## config.mk

```make
export PLATFORM = sky130hd
export DESIGN_NAME = serial_adder
export DESIGN_NICKNAME = d
export VERILOG_FILES = /design/src/rtl/serial_adder.sv
export SDC_FILE = /design/constraint.sdc
export NUM_CORES = 1
export LEC_CHECK = 0
export CORE_MARGIN = 2
export CORE_UTILIZATION = 55
export DETAILED_ROUTE_END_ITERATION = 6
export GPL_ROUTABILITY_DRIVEN = 0
export GPL_TIMING_DRIVEN = 0
export MAX_ROUTING_LAYER = met4
export PLACE_DENSITY = 0.83
export SYNTH_ARGS = -nofsm -noshare
export SYNTH_HDL_FRONTEND = slang
export SYNTH_SLANG_ARGS = --single-unit
```

## constraint.sdc

```tcl
create_clock -name clk -period 2.25 [get_ports clk]
set_input_delay 0.675 -clock clk [delete_from_list [all_inputs] [get_ports clk]]
set_output_delay 0.675 -clock clk [all_outputs]
set_load 0.02 [all_outputs]
```

## src/rtl/serial_adder.sv

```systemverilog
// Multi-cycle adder: {cout,sum} = a + b + cin, BITS_PER_CYCLE bits per clock through one slice, LSB first.
// Optional SERIAL_ADDER_SUB_EN adds a sub input selecting a - b (cout=1 means no borrow).
module serial_adder #(
    parameter int WIDTH          = 8,
    parameter int BITS_PER_CYCLE = 1
) (
    input  logic             clk,
    input  logic             rst_n,
    input  logic             start,
    input  logic [WIDTH-1:0] a,
    input  logic [WIDTH-1:0] b,
    input  logic             cin,
`ifdef SERIAL_ADDER_SUB_EN
    input  logic             sub,
`endif
    output logic             busy,
    output logic             done,
    output logic [WIDTH-1:0] sum,
    output logic             cout
);
    localparam int BPC   = BITS_PER_CYCLE;
    localparam int STEPS = WIDTH / BPC;
    localparam int CNT_W = (STEPS > 1) ? $clog2(STEPS) : 1;
    localparam logic [CNT_W-1:0] LAST = CNT_W'(STEPS - 1);

    typedef enum logic [1:0] {IDLE, RUN, DONE} state_t;

    state_t             state_q, state_d;
    logic [WIDTH-1:0]   a_q, a_d;
    logic [WIDTH-1:0]   b_q, b_d;
    logic [WIDTH-1:0]   psum_q, psum_d;
    logic [WIDTH-1:0]   sum_q, sum_d;
    logic               carry_q, carry_d;
    logic               cout_q, cout_d;
    logic [CNT_W-1:0]   cnt_q, cnt_d;

    logic               accept;
    logic [BPC:0]       slice_res;
    logic [WIDTH-1:0]   psum_shift;

    always_comb begin
        accept     = start && (state_q != RUN);
        slice_res  = {1'b0, a_q[BPC-1:0]} + {1'b0, b_q[BPC-1:0]} + (BPC+1)'(carry_q);
        // New slice enters at the MSB end; after STEPS shifts it is fully aligned.
        psum_shift = (psum_q >> BPC) | (WIDTH'(slice_res[BPC-1:0]) << (WIDTH - BPC));

        state_d = state_q;
        a_d     = a_q;
        b_d     = b_q;
        psum_d  = psum_q;
        sum_d   = sum_q;
        carry_d = carry_q;
        cout_d  = cout_q;
        cnt_d   = cnt_q;

        case (state_q)
            RUN: begin
                a_d     = a_q >> BPC;
                b_d     = b_q >> BPC;
                carry_d = slice_res[BPC];
                psum_d  = psum_shift;
                cnt_d   = cnt_q + CNT_W'(1);
                if (cnt_q == LAST) begin
                    sum_d   = psum_shift;
                    cout_d  = slice_res[BPC];
                    state_d = DONE;
                end
            end
            DONE:    state_d = IDLE;
            default: ;
        endcase

        if (accept) begin
            a_d     = a;
            b_d     = b;
            carry_d = cin;
`ifdef SERIAL_ADDER_SUB_EN
            if (sub) begin
                b_d     = ~b;
                carry_d = 1'b1;
            end
`endif
            cnt_d   = '0;
            state_d = RUN;
        end
    end

    always_ff @(posedge clk or negedge rst_n) begin
        if (!rst_n) begin
            state_q <= IDLE;
            a_q     <= '0;
            b_q     <= '0;
            psum_q  <= '0;
            sum_q   <= '0;
            carry_q <= 1'b0;
            cout_q  <= 1'b0;
            cnt_q   <= '0;
        end else begin
            state_q <= state_d;
            a_q     <= a_d;
            b_q     <= b_d;
            psum_q  <= psum_d;
            sum_q   <= sum_d;
            carry_q <= carry_d;
            cout_q  <= cout_d;
            cnt_q   <= cnt_d;
        end
    end

    assign busy = (state_q == RUN);
    assign done = (state_q == DONE);
    assign sum  = sum_q;
    assign cout = cout_q;
endmodule

```

==> results by group, run 1 <==
Drt
  • DR vias/cell: 5.88
  • Routed WL: 2.81 mm
  • Remaining DRCs: 3
  • Iter 0 DRT Violations: 14
  • Post-DRT Antenna Nets: 0
  • Avg WL per Cell: 15.0 um
  • Routed vias: 1,105
  • Router iterations before antenna repair: 6

Timing
  • Unrepaired setup endpoints after global routing: no
  • Fmax: 0.457 GHz
  • Worst-Margin Slew: 811 ps
  • Final Max Tran Viols: 0
  • Final period util: 0.973
  • Slew headroom: 0.459
  • WHS: 418 ps
  • Tmin final: 2190 ps
  • Fin. Hold Viols: 0
  • Worst Clk Skew: 11.5 ps
  • # setup viols final: 0

Critical path
  • FF-to-FF Start: state_q[1]
  • Register-to-register setup slack: 680 ps
  • CP Launch Type: flip-flop
  • Crit path kind: reg -> out
  • CP Cell Sequence: inv_1, ha_1, clkdlybuf4s15_1
  • Crit. End Element: output pin
  • Worst path slowest cell: dfrtp_1
  • CP max FO: 6
  • Worst Setup SP: state_q[1]
  • Reg-to-reg endpoint: a_q[1]
  • Worst path required time: 1570 ps
  • Worst r2r path cells: 6
  • WP data arrival: 1510 ps
  • Worst setup path endpoint: busy
  • Worst path max stage delay: 440 ps

GRT
  • First-pass GRT wire length: 4.86 mm
  • Largest net degree at the start of global routing: 39
  • Vias in the first global route: 1,116
  • Grt ovf: 0
  • Total GRT Usage: 0.193
  • Initial antenna violation count: 0

Die
  • Die area: 3460 um2
  • Initial Util: 0.590
  • Core box area: 2810 um2
  • Row count: 19
  • Die Height: 58.9 um
  • Io pins: 31
  • Die Wd: 58.9 um

Clock network
  • H-Tree Depth: 2
  • Post-CTS setup buffer count: 0
  • Clk slew on worst S/H paths: 120 ps
  • CTS root buf: clkbuf_4
  • Number of CTS-inserted buffers: 5
  • TritonCTS clock tree: built
  • CTS sink count: 38
  • Skew-Pair Late Insertion Delay: 330 ps
  • Worst-case clock buffer depth: 2

Cells and area
  • Share of cells above drive strength 1: 0.223
  • Area grow syn2layout: 26.8%
  • Final nets: 182
  • Commonest non-fill, non-tap cell in the layout: dfrtp_1
  • Final Instance Count excl. Fillers: 188
  • ANT cells: 0
  • Commonest cells after routing, fill and taps aside: dfrtp_1, clkdlybuf4s50_1, a22o_1, mux2_2, a21o_1

Yosys
  • Unique cell type count in the Yosys netlist: 19
  • Syn Area/Cell: 13.9 um2
  • Yosys reg bits: 38
  • Top cell type's share of synthesized area: 0.574
  • Largest area contributor in the netlist: dfrtp_1
  • Synthesized area: 1660 um2
  • Seq/Total Area, Yosys: 0.574
  • Syn Nets: 145
  • Syn. warnings: 0
  • Synth area leaders: dfrtp_1, mux2_2, a22o_1
  • Cells after Synth: 119

Placed design
  • Placed instance count: 180
  • Post-DP HPWL: 2.01 mm
  • I/O Buffers: 30

Power
  • Worst vdd ir: 0.717 mV
  • Static Leak: 1.06 nW
  • Pwr dens: 1420 nW/um2

Outcome
  • Status: finished with violations
  • Failing checks: DRC

Flow run
  • Max-cap viol count: 0

Hold path
  • HP Class: in -> async
==> sequential cells by signal (all words and copies together), names as in the netlist <==
| name | count |
|---|---|
| cnt_q | 3 |
| state_q | 2 |
| sum | 8 |
| b_q | 8 |
| carry_q | 1 |
| cout | 1 |
| a_q | 8 |
| psum_q | 7 |
==> worst max-delay path: cells and delay by family (launching register included) <==
family / cells / cell delay (ps)
flip-flops: 1 / 440
buffers and inverters: 2 / 440
adder cells (fa/ha/maj): 1 / 300
==> Yosys cell counts <==
cell type and number:
a21o_1 15, a21oi_1 2, a22o_1 18, buf_4 2
buf_6 4, dfrtp_1 38, fa_1 1, ha_1 5
inv_1 3, mux2_2 16, nand2_1 3, nand2_2 1
nor2_1 1, nor2_2 2, nor2b_1 1, nor2b_4 1
o21ai_0 4, o31ai_1 1, xor2_1 1
==> cells by family after synthesis <==
kind of cell | after synthesis | synth area share
AOI/OAI and AO/OA | 40 | 0.186
xor gates and xnor gates | 1 | 0.00529
adders and majority gates | 6 | 0.0499
buffers and inverters | 9 | 0.0431
DFF | 38 | 0.574
muxes | 16 | 0.109
and+or+nand+nor | 9 | 0.0325
==> power by group <==
group	switching [mW]	internal, mW	total (mW)
Combinational	0.528	0.649	1.18
Sequential	0.197	0.998	1.20
Clock	0.223	0.377	0.600
Total	0.949	2.02	2.97
==> timing repair <==
action	in CTS	in global routing
gates resized for setup	2	1
hold buffers	0	0
endpoints found under the hold margin	0	0
setup endpoints to repair	2	1
cloned	0	0
==> worst min-delay path by stage <==
stage               startpoint     end  slack, ps  cells past startpoint
floorplan                rst_n  a_q[0]        380                      0
global placement        b_q[2]  b_q[1]        460                      1
detailed placement      b_q[6]  b_q[5]        460                      1
CTS                      rst_n  sum[3]        450                      1
global route             rst_n  b_q[1]        470                      1
finish                   rst_n  sum[3]        420                      1
==> layout make-up <==
class	count	area [um2]
Buffer	6	60.1
Clock buffer	6	51.3
Clock inverter	2	60.1
Fill cell	212	706
Inverter	3	11.3
Multi-Input combinational cell	72	633
Sequential cell	38	951
Tap cell	31	38.8
Timing Repair Buffer	30	294
==> per-stage QoR <==
step / utilization / setup TNS [ps] / instance area [um2] / total power [mW] / setup slack [ps]
floorplan: - / 0 / 1660 / 2.02 / 726
global placement: 0.711 / -10720 / 1990 / 2.33 / -283
detailed placement: 0.709 / 0 / 1990 / 2.41 / 148
CTS: 0.748 / 0 / 2100 / 2.99 / 41.9
global route: 0.748 / 0 / 2100 / 3.17 / 8.56
finish: 0.748 / 0 / 2100 / 2.97 / 61.6
==> per-layer routing <==
layer / vias to the layer above / wire [um] / GRT usage
met2: 33 / 1420 / 0.322
met1: 557 / 1210 / 0.232
met4: 0 / 38 / 0.0584
li1: 508 / - / -
met3: 7 / 143 / 0.0462
met5: - / 0 / -
(Power assumes the default switching activity.)
==> inputs of run 2 (changes only) <==
Settings changed: CORE_MARGIN 2 to not set, CTS_BUF_LIST set to sky130_fd_sc_hd__clkbuf_16, TNS_END_PERCENT set to 5.
==> results by group, run 2 (synthesis gave the netlist of run 1 again) <==
Hold path
  • Hold depth: 1
  • Hold path endpoint: b_q[6]
  • Worst hold start: b_q[7]
  • HP Class: reg -> reg (was in -> async)

Timing
  • Slew headroom: 0.459 (about the same)
  • Worst-Margin Slew: 811 ps (about the same)
  • Setup WS post-layout: 163 ps (was 61.6 ps)
  • Final period util: 0.927 (was 0.973)
  • Worst Clk Skew: 3.71 ps (was 11.5 ps)
  • Tmin final: 2090 ps (was 2190 ps)
  • Fin. Hold Viols: 0 (unchanged)
  • Final Max Tran Viols: 0 (unchanged)
  • WHS: 477 ps (was 418 ps)
  • Unrepaired setup endpoints after global routing: no (unchanged)
  • Fmax: 0.479 GHz (was 0.457 GHz)
  • # setup viols final: 0 (unchanged)

Drt
  • Post-DRT Antenna Nets: 0 (unchanged)
  • DR vias/cell: 5.71 (was 5.88)
  • Avg WL per Cell: 15.4 um (was 15.0 um)
  • Iter 0 DRT Violations: 30 (was 14)
  • Routed WL: 2.89 mm (was 2.81 mm)
  • Remaining DRCs: 7 (was 3)
  • Routed vias: 1,074 (was 1,105)
  • Router iterations before antenna repair: 5 (was 6)

Critical path
  • WP data arrival: 1410 ps (was 1510 ps)
  • Crit. End Element: output pin (unchanged)
  • Worst path max stage delay: 410 ps (was 440 ps)
  • FF-to-FF Start: state_q[1] (unchanged)
  • Crit path kind: reg -> out (unchanged)
  • Worst path slowest cell: dfrtp_1 (unchanged)
  • CP Cell Sequence: inv_1, ha_1, dlygate4sd2_1 (was inv_1, ha_1, clkdlybuf4s15_1)
  • Reg-to-reg endpoint: carry_q (was a_q[1])
  • Register-to-register setup slack: 720 ps (was 680 ps)
  • CP Launch Type: flip-flop (unchanged)
  • Worst path required time: 1570 ps (about the same)
  • Worst r2r path cells: 6 (unchanged)
  • CP max FO: 6 (unchanged)

Flow run
  • Max-cap viol count: 0 (unchanged)

Die
  • Io pins: 31 (unchanged)
  • Core box area: 2810 um2 (unchanged)
  • Die area: 3230 um2 (was 3460 um2)
  • Initial Util: 0.590 (unchanged)
  • Row count: 19 (unchanged)
  • Die Wd: 56.9 um (was 58.9 um)
  • Die Height: 56.9 um (was 58.9 um)

Clock network
  • Number of CTS-inserted buffers: 5 (unchanged)
  • Post-CTS setup buffer count: 0 (unchanged)
  • H-Tree Depth: 2 (unchanged)
  • Worst-case clock buffer depth: 2 (unchanged)
  • CTS root buf: clkbuf_16 (was clkbuf_4)
  • Cts-stage hold buffer count: 0 (unchanged)
  • Clk slew on worst S/H paths: 50 ps (was 120 ps)
  • TritonCTS clock tree: built (unchanged)
  • CTS sink count: 38 (unchanged)
  • Skew-Pair Late Insertion Delay: 280 ps (was 330 ps)

Outcome
  • Status: finished with violations (unchanged)
  • Failing checks: DRC (unchanged)

GRT
  • Vias in the first global route: 1,116 (unchanged)
  • Total GRT Usage: 0.209 (was 0.193)
  • First-pass GRT wire length: 4.90 mm (was 4.86 mm)
  • Largest net degree at the start of global routing: 39 (unchanged)
  • Grt ovf: 0 (unchanged)
  • Initial antenna violation count: 0 (unchanged)

Cells and area
  • Fillers: 210 (was 212)
  • ANT cells: 0 (unchanged)
  • Final nets: 182 (unchanged)
  • Area grow syn2layout: 28.8% (was 26.8%)
  • Commonest cells after routing, fill and taps aside: dfrtp_1, clkdlybuf4s50_1, a22o_1, mux2_2, a21o_1 (unchanged)
  • Share of cells above drive strength 1: 0.217 (was 0.223)
  • Commonest non-fill, non-tap cell in the layout: dfrtp_1 (unchanged)

Power
  • Worst vdd ir: 0.846 mV (was 0.717 mV)
  • Static Leak: 1.08 nW (was 1.06 nW)
  • Pwr dens: 1430 nW/um2 (was 1420 nW/um2)

Placed design
  • I/O Buffers: 30 (unchanged)
  • Pre-CTS WS: 182 ps (was 148 ps)
  • Post-DP HPWL: 2.08 mm (was 2.01 mm)
run 2: layer usage:
metal | wire length, um | GRT usage
met4 | 43 | 0.0836
met1 | 1180 | 0.233
met3 | 123 | 0.0484
met2 | 1540 | 0.362
met5 | 0 | -
run 2: power by group:
group	switching, mW	total (mW)	internal (mW)
sequential	0.192	1.19	1.00
combinational	0.542	1.20	0.655
clock	0.256	0.660	0.404
run 2: worst max path at each step:
stage | start | endpoint | slack [ps] | depth (start not counted)
floorplan | state_q[1] | a_q[1] | 730 | 6
global placement | rst_n | b_q[3] | -290 | 1
detailed placement | state_q[1] | busy | 180 | 3
CTS | state_q[0] | done | 30 | 3
global route | state_q[1] | busy | 90 | 3
finish | state_q[1] | busy | 160 | 3
run 2: worst max-delay path, delay by kind of cell (launching register included):
kind | cells | cell delay (ps)
flops | 1 | 410
fa+ha+maj | 1 | 270
buf+inv | 2 | 450
run 2: cell type report:
type / count / area [um2] / share of cell area
multi-input combinational: 72 / 633 / 0.297
tap: 31 / 38.8 / 0.0182
buffer: 6 / 60.1 / 0.0282
clock inverter: 3 / 16.3 / 0.00763
timing repair buffer: 30 / 297 / 0.139
sequential: 38 / 951 / 0.446
inverter: 3 / 11.3 / 0.00528
clock buffer: 5 / 125 / 0.0587
run 2: repair_timing:
item	in CTS	in global routing
setup endpoints to repair	1	1
hold endpoints to repair	0	0
gates resized for setup	1	1
run 2: metrics by stage:
stage	power [mW]	TNS (ps)	utilization	instances	area, um2
floorplan	2.02	0	-	119	1660
global placement	2.33	-10910	0.711	180	1990
detailed placement	2.42	0	0.709	180	1990
CTS	3.09	0	0.759	188	2130
global route	3.24	0	0.760	188	2130
finish	3.05	0	0.760	188	2130
